==> src/rtl/match_pkg.sv <==
// Shared types and defaults for the match_tally event counter.
package match_pkg;

  localparam int unsigned CntWDefault   = 8;
  localparam int unsigned ThreshDefault = 4;

  typedef enum logic [1:0] {
    StIdle = 2'd0,
    StHold = 2'd1,
    StDrop = 2'd2
  } rd_state_e;

endpackage

==> src/rtl/match_edge_det.sv <==
// Registered rising-edge detector: ev is high for one cycle per low-to-high transition.
module match_edge_det (
  input  logic clk,
  input  logic rst_n,
  input  logic match_in,
  output logic ev
);

  logic r_match_q;

  always_ff @(posedge clk or negedge rst_n) begin
    if (!rst_n) begin
      r_match_q <= 1'b0;
    end else begin
      r_match_q <= match_in;
    end
  end

  assign ev = match_in & ~r_match_q;

endmodule

==> src/rtl/match_tally.sv <==
// Counts distinct detector match events with saturation, sticky alarm and req/ack snapshot.
// Optional inter-event gap measurement is enabled by defining GAP_MEASURE_EN.
module match_tally
  import match_pkg::*;
#(
  parameter int unsigned CNT_W  = CntWDefault,
  parameter int unsigned THRESH = ThreshDefault
) (
  input  logic             clk,
  input  logic             rst_n,
  input  logic             match_in,
  input  logic             clr,
  input  logic             rd_req,
  output logic             rd_ack,
  output logic [CNT_W-1:0] rd_data,
  output logic [CNT_W-1:0] count,
  output logic             sat,
  output logic             alarm
`ifdef GAP_MEASURE_EN
  ,
  output logic [CNT_W-1:0] last_gap,
  output logic             gap_valid
`endif
);

  localparam logic [CNT_W-1:0] AllOnes   = '1;
  localparam logic [CNT_W-1:0] ThreshVal = CNT_W'(THRESH);

  logic             w_ev;
  logic             w_sat;
  logic [CNT_W-1:0] r_count;
  logic             r_alarm;

  match_edge_det u_edge_det (
    .clk      (clk),
    .rst_n    (rst_n),
    .match_in (match_in),
    .ev       (w_ev)
  );

  assign w_sat = (r_count == AllOnes);

  // Alarm looks at the registered count, so it lands one cycle after the threshold is crossed.
  always_ff @(posedge clk or negedge rst_n) begin
    if (!rst_n) begin
      r_count <= '0;
      r_alarm <= 1'b0;
    end else if (clr) begin
      r_count <= '0;
      r_alarm <= 1'b0;
    end else begin
      if (w_ev && !w_sat) begin
        r_count <= r_count + CNT_W'(1);
      end
      if (r_count >= ThreshVal) begin
        r_alarm <= 1'b1;
      end
    end
  end

  rd_state_e        r_state;
  rd_state_e        w_state_d;
  logic             r_rd_ack;
  logic             w_rd_ack_d;
  logic             w_snap;
  logic [CNT_W-1:0] r_rd_data;

  always_comb begin
    w_state_d  = r_state;
    w_rd_ack_d = r_rd_ack;
    w_snap     = 1'b0;
    case (r_state)
      StIdle: begin
        if (rd_req) begin
          w_state_d  = StHold;
          w_rd_ack_d = 1'b1;
          w_snap     = 1'b1;
        end
      end
      StHold: begin
        if (!rd_req) begin
          w_state_d  = StDrop;
          w_rd_ack_d = 1'b0;
        end
      end
      StDrop: begin
        w_state_d  = StIdle;
        w_rd_ack_d = 1'b0;
      end
      default: begin
        w_state_d  = StIdle;
        w_rd_ack_d = 1'b0;
      end
    endcase
  end

  always_ff @(posedge clk or negedge rst_n) begin
    if (!rst_n) begin
      r_state   <= StIdle;
      r_rd_ack  <= 1'b0;
      r_rd_data <= '0;
    end else begin
      r_state  <= w_state_d;
      r_rd_ack <= w_rd_ack_d;
      if (w_snap) begin
        r_rd_data <= r_count;
      end
    end
  end

  assign count   = r_count;
  assign sat     = w_sat;
  assign alarm   = r_alarm;
  assign rd_ack  = r_rd_ack;
  assign rd_data = r_rd_data;

`ifdef GAP_MEASURE_EN
  logic [CNT_W-1:0] r_gap_cnt;
  logic [CNT_W-1:0] r_last_gap;
  logic             r_gap_valid;
  logic             r_gap_armed;

  // The first event after reset/clr only arms the measurement; no gap is reported yet.
  always_ff @(posedge clk or negedge rst_n) begin
    if (!rst_n) begin
      r_gap_cnt   <= '0;
      r_last_gap  <= '0;
      r_gap_valid <= 1'b0;
      r_gap_armed <= 1'b0;
    end else if (clr) begin
      r_gap_cnt   <= '0;
      r_last_gap  <= '0;
      r_gap_valid <= 1'b0;
      r_gap_armed <= 1'b0;
    end else if (w_ev) begin
      r_gap_cnt   <= '0;
      r_gap_armed <= 1'b1;
      if (r_gap_armed) begin
        r_last_gap  <= (r_gap_cnt == AllOnes) ? AllOnes : r_gap_cnt + CNT_W'(1);
        r_gap_valid <= 1'b1;
      end
    end else if (r_gap_cnt != AllOnes) begin
      r_gap_cnt <= r_gap_cnt + CNT_W'(1);
    end
  end

  assign last_gap  = r_last_gap;
  assign gap_valid = r_gap_valid;
`endif

endmodule

==> config.mk <==
export PLATFORM = sky130hd
export DESIGN_NAME = match_tally
export DESIGN_NICKNAME = d
export VERILOG_FILES = /design/src/rtl/match_pkg.sv /design/src/rtl/match_edge_det.sv /design/src/rtl/match_tally.sv
export SDC_FILE = /design/constraint.sdc
export NUM_CORES = 1
export LEC_CHECK = 0
export ABC_AREA = 1
export CAP_MARGIN = 15
export CORE_MARGIN = 5
export CORE_UTILIZATION = 54
export CTS_BUF_LIST = sky130_fd_sc_hd__clkbuf_8
export CTS_CLUSTER_SIZE = 25
export DETAILED_ROUTE_END_ITERATION = 7
export PLACE_DENSITY = 0.86
export SKIP_LAST_GASP = 1
export SYNTH_ARGS = -nofsm -noshare
export SYNTH_HDL_FRONTEND = slang
export SYNTH_SLANG_ARGS = --single-unit
==> constraint.sdc <==
create_clock -name clk -period 2 [get_ports clk]
set_clock_uncertainty 0.05 [all_clocks]
set_input_delay 0.3 -clock clk [delete_from_list [all_inputs] [get_ports clk]]
set_output_delay 0.3 -clock clk [all_outputs]
set_load 0.005 [all_outputs]
==> metrics.txt, run 1 <==
final instance area=roughly 0.0014 mm²; hold_ws=between 0.3 and 0.4 ns; average cell area after synthesis=roughly 8.1 µm²; Critical Path Start=count[1]; cts hold-fix bufs=0; vias in the first global route=930; register bit total from synthesis=21; endpoints failing setup=0; CP Max Fanout=6; leading post-synthesis cells by cell area=dfrtp_1 (51%), nand2_1 (12%), nand3_1 (6.4%), inv_1 (5.9%), nor2_1 (5.5%); Syn Inst Count=approximately 130; combinational power share=0.104; gpl congestion=0.870; ratio of cells with drive above 1 in the final layout=0.127; power per cell area=between 500 and 600 mW/mm²; fmax=between 500 and 600 MHz; Synth Warn #=0; initial antenna violation count=0; IO Port Bufs=23; Hold Vio Cnt, Final=0; fin nets=around 170; drt pass-1 iters=4; Layout Cells excl Fill=around 180; Hold Crit Class=input pin to asynchronous set/reset pin; actual slew at the worst max-slew pin=between 0.3 and 0.4 ns; worst reg2reg path startpoint=count[1]; status=finished, final reports clean; Lkg Pwr=0.677 nW; residual DRC count=0; wirelength, routed=between 2000 and 2500 µm; clk_lat worst skew=~0.26 ns; CP endpoint kind=output pin; Post-synth EDFFs=0; starting density of the core=0.579; Clk Tree Root Cell=clkbuf_8; first-pass GRT wire length=4280 µm; total CTS buffers=3; Final min period=~1.8 ns; Required @ worst endpoint=around 1.7 ns; sequential cell area fraction in the yosys report=0.515; TritonCTS sink count=21; WS Path Type=flop to output pin; CTS tree=done; max cap viols=0; number of I/O pins=24; Cell variety after synth=19; Cells after DPL=between 150 and 200; dpl cell area=0.00129 mm²; DR vias=around 950; Die Wd=about 53 µm; crit path DAT=~1.4 ns; ys flop type=dfrtp_1; sw frac=0.239; count leader, synth=nand2_1; R2R depth=8; FILL cells=~140; Yosys top cell by area=dfrtp_1; Total GRT Usage=0.206; Die ar.=between 0.002 and 0.003 mm²; top cells by count, synth=nand2_1 (32), dfrtp_1 (21), inv_1 (16), nor2_1 (15), nand3_1 (13); Pint=roughly 0.61 mW; DRT iter0 DRCs=11; dpl hpwl=1760 µm; peak supply drop=approximately 0.41 mV; Die Y=53.5 µm; per-cell routed wire length=13.2 µm; antenna viol nets, final=0; Longest Clk Path Bufs=2; r2r endpoint=count[6]; DR vias/cell=approximately 5.2; RSZ-0062 raised after global routing=false; fin. max-slew vios=0; largest net degree at the start of global routing=22; H-tree Lvls=1; antenna fix cells=0; P_sw=about 0.19 mW; TNS Setup=0 ns; register-to-register setup slack=around 0.64 ns; asr flop ratio synth=1.00; post-synthesis cell area=a little over 0.001 mm²; period utilization=0.880; GRT Residual Overflow=0; Syn-to-layout area delta=33.0%; CP Launch Type=flop; clk slew on worst S/H paths=around 0.08 ns; Placement Rows=15; CP Capture Point=sat; syn_nets=between 100 and 150; Clock Power Share=0.345; top cell type's share of synthesized area=0.515; share of total power in sequential cells=0.552; Slew HR=0.746; Core Region=~0.0018 mm²
==> state kept, by name, summed over array words and instances (netlist names) <==
signal and count:
count 8, rd_data 8, r_state 2, alarm 1, rd_ack 1, u_edge_det.r_match_q 1
==> cells in the final DEF, fill, tap and decap left out, types with 2 or more instances in the layout <==
master / synthesis / layout
nand2_1: 32 / 32
clkdlybuf4s50_1: 0 / 22
dfrtp_1: 21 / 20
inv_1: 16 / 15
nor2_1: 15 / 15
nand3_1: 13 / 13
o21ai_0: 10 / 10
buf_4: 0 / 5
nor3_1: 4 / 4
clkbuf_8: 0 / 3
nand2_4: 2 / 2
inv_2: 1 / 2
nor2_2: 2 / 2
==> timing repair <==
item                                    CTS  global route
gates resized for setup                   4             0
endpoints found under the setup margin    1             0
buffers inserted                          2             0
endpoints found under the hold margin     0             0
==> worst min path at each step <==
| stage | from | to | slack [ns] |
|---|---|---|---|
| 2_1_floorplan | rst_n | alarm | -0.05 |
| 3_3_place_gp | rd_data[2] | rd_data[2] | 0.40 |
| 3_5_place_dp | rd_data[2] | rd_data[2] | 0.41 |
| 4_1_cts | rst_n | count[5] | 0.35 |
| 5_1_grt | rst_n | count[5] | 0.37 |
| 6_report | rst_n | rd_data[4] | 0.34 |
==> area by class of cell <==
type | instances | area [µm²] | area share
inverters | 18 | 67.6 | 0.0498
clock buffers | 3 | 41.3 | 0.0304
multi-input cells | 86 | 419 | 0.309
clock inverters | 1 | 5.00 | 0.00369
repair buffers | 28 | 267 | 0.196
flip-flops and latches | 21 | 527 | 0.388
well taps | 25 | 31.3 | 0.0230
==> power by group through the flow <==
stage | Combinational, mW | Clock, mW | Sequential, mW
CTS | 0.0845 | 0.283 | 0.445
floorplan | 0.0324 | 0 | 0.454
global route | 0.0936 | 0.299 | 0.446
finish | 0.0836 | 0.278 | 0.445
detailed placement | 0.0819 | 0 | 0.453
global placement | 0.0787 | 0 | 0.451
==> routing by layer <==
layer  part of all wire  track usage  up-vias
met1               0.44        0.273      452
li1                   -            -      456
met3              0.056       0.0366        5
met5                  0            0        -
met2               0.49        0.331       35
met4              0.016       0.0766        0
==> through the flow <==
step	power, mW	worst slack [ns]	util
after floorplan	0.487	0.696	-
after global placement	0.530	0.298	0.733
after detailed placement	0.535	0.263	0.733
after CTS	0.812	0.239	0.770
after global routing	0.839	0.166	0.770
final	0.806	0.239	0.770
==> worst max-delay path: stages, from the launching register on <==
cell	delay (ns)
dfrtp_1	0.39
ha_2	0.21
nand2_4	0.10
inv_2	0.05
nand3_1	0.10
inv_1	0.04
dlygate4sd2_1	0.25
==> logic make-up after synthesis <==
logic type,synth area share
adder cells (fa/ha/maj),0.0245
flip-flops,0.515
buffers and inverters,0.0772
AO/OA/AOI/OAI,0.0601
AND/OR/NAND/NOR,0.324
No activity file was read; power rests on OpenSTA's default activity.
==> run 2: changes to the inputs <==
--- a/config.mk
+++ b/config.mk
@@ -6,13 +6,13 @@
 export NUM_CORES = 1
 export LEC_CHECK = 0
 export ABC_AREA = 1
+export ABC_CLOCK_PERIOD_IN_PS = 2000
 export CAP_MARGIN = 15
-export CORE_MARGIN = 5
-export CORE_UTILIZATION = 54
+export CORE_MARGIN = 10
+export CORE_UTILIZATION = 30
 export CTS_BUF_LIST = sky130_fd_sc_hd__clkbuf_8
 export CTS_CLUSTER_SIZE = 25
 export DETAILED_ROUTE_END_ITERATION = 7
-export PLACE_DENSITY = 0.86
 export SKIP_LAST_GASP = 1
 export SYNTH_ARGS = -nofsm -noshare
 export SYNTH_HDL_FRONTEND = slang
==> run 2 against run 1 <==
Against the previous run:
- count of clock-buffer cells in the layout unchanged
- hold slack got worse by 0.014 ns
- final area increased by 1.3%
- register-to-register slack improved by 0.04 ns
- clock power decreased by 4%
- die area increased by 110%
- highest routed layer unchanged
- sequential share of layout area decreased by 0.49 points
- core utilization decreased by 35 points
- global-route usage decreased by 13 points
- via count decreased by 6.8%
- critical path depth unchanged
==> metrics.txt, run 2 (synthesis results as in run 1) <==
endpoints failing setup=0; power per cell area=about 580 mW/mm²; ratio of cells with drive above 1 in the final layout=0.109; WP buf/inv=3; fin. max-slew vios=0; Die Wd=around 78 µm; antenna fix cells=0; critical path depth in cells=6; crit path cell chain=ha_2 -> nand2_4 -> inv_1 -> nand3_1 -> inv_1 -> dlygate4sd2_1; status=finished, final reports clean; commonest non-fill, non-tap cells in the layout=nand2_1 (32), clkdlybuf4s50_1 (22), dfrtp_1 (20); number of setup buffers added after CTS=0; Critical Path Start=count[1]; DR vias=~880; clk slew on worst S/H paths=0.07 ns; initial antenna violation count=0; largest net degree at the start of global routing=22; gpl congestion=0.898; actual slew at the worst max-slew pin=about 0.4 ns; DRT iter0 DRCs=39; slowest CP cell=dfrtp_1; FILL cells=approximately 350; register-to-register setup slack=0.68 ns; H-tree Lvls=1; Syn-to-layout area delta=34.7%; peak supply drop=approximately 0.24 mV; Longest Clk Path Bufs=2; CP Capture Point=sat; R2R depth=8; Final Total Pwr=slightly below 0.8 mW; commonest non-fill, non-tap cell in the layout=nand2_1; Placement Rows=21; vias in the first global route=~900; Total GRT Usage=0.0806; fin nets=about 160; r2r endpoint=count[4]; fmax=between 500 and 600 MHz; Required @ worst endpoint=about 1.7 ns; CP Max Fanout=6; WS Path Type=flop to output pin; GRT Residual Overflow=0; residual DRC count=0; starting density of the core=0.308; post-CTS sizing=3; Die Y=78.3 µm; first-pass GRT wire length=a little over 4000 µm; CP Launch Type=flop; Slew HR=0.725; DR vias/cell=4.38; period utilization=0.876; total CTS buffers=3; CTS tree=done; cts hold-fix bufs=0; Lkg Pwr=roughly 0.68 nW; Die ar.=about 0.006 mm²; clk_lat worst skew=roughly 0.26 ns; IO Port Bufs=23; drt pass-1 iters=4; antenna viol nets, final=0; number of I/O pins=24; per-cell routed wire length=between 10 and 15 µm; CP top delay family=flip-flops; Core Region=between 0.003 and 0.004 mm²; max cap viols=0; max incr delay on CP=around 0.39 ns; dpl hpwl=around 1900 µm; Hold Vio Cnt, Final=0; CP endpoint kind=output pin; Final min period=~1.8 ns; hold_ws=approximately 0.33 ns; Clk Tree Root Cell=clkbuf_8; wirelength, routed=around 2400 µm; most frequent CP cell=inv_1; worst reg2reg path startpoint=count[1]; TNS Setup=0 ns; RSZ-0062 raised after global routing=false; TritonCTS sink count=21; crit path DAT=roughly 1.4 ns; Hold Crit Class=input pin to asynchronous set/reset pin
## run 2: area by class of cell
class,count,area [µm²],share of cell area
flip-flops and latches,21,527,0.383
multi-input cells,86,419,0.305
repair buffers,27,259,0.188
inverters,18,67.6,0.0491
well taps,46,57.6,0.0419
clock buffers,3,41.3,0.0300
clock inverters,1,3.75,0.00273
## run 2: how the worst min path moves through the flow
stage | start | cells past startpoint | slack, ns | endpoint
2_1_floorplan | rst_n | 0 | -0.05 | alarm
3_3_place_gp | rd_data[2] | 2 | 0.41 | rd_data[2]
3_5_place_dp | rd_data[2] | 2 | 0.42 | rd_data[2]
4_1_cts | rst_n | 2 | 0.34 | rd_data[5]
5_1_grt | rst_n | 2 | 0.36 | rd_data[5]
6_report | rst_n | 2 | 0.33 | rd_data[5]
## run 2: through the flow
step / setup WS (ns) / utilization / instances / instance area, µm²
finish: 0.248 / 0.415 / 202 / 1380
global route: 0.166 / 0.415 / 202 / 1380
CTS: 0.221 / 0.415 / 202 / 1380
detailed placement: 0.268 / 0.401 / 198 / 1330
global placement: 0.301 / 0.401 / 198 / 1330
floorplan: 0.696 / - / 126 / 1020
## run 2: worst reg2reg max path: cells and delay by family (launching register included)
family                   cells  cell delay [ns]
adder cells (fa/ha/maj)      1             0.21
flip-flops                   1             0.39
AND/OR/NAND/NOR              7             0.62
## run 2: where the power goes
group / switching [mW] / total (mW) / internal, mW / leakage (nW)
registers: 0.00722 / 0.444 / 0.437 / 0.284
logic: 0.0445 / 0.0806 / 0.0361 / 0.365
clock network: 0.132 / 0.268 / 0.137 / 0.0269
## run 2: metal layers
metal  track usage  vias to the layer above  wire length [µm]
met5             0                        -                 0
met2         0.132                       26              1110
met3        0.0159                        4               150
met4        0.0538                        0                63
li1              -                      454                 -
met1        0.0928                      400              1050
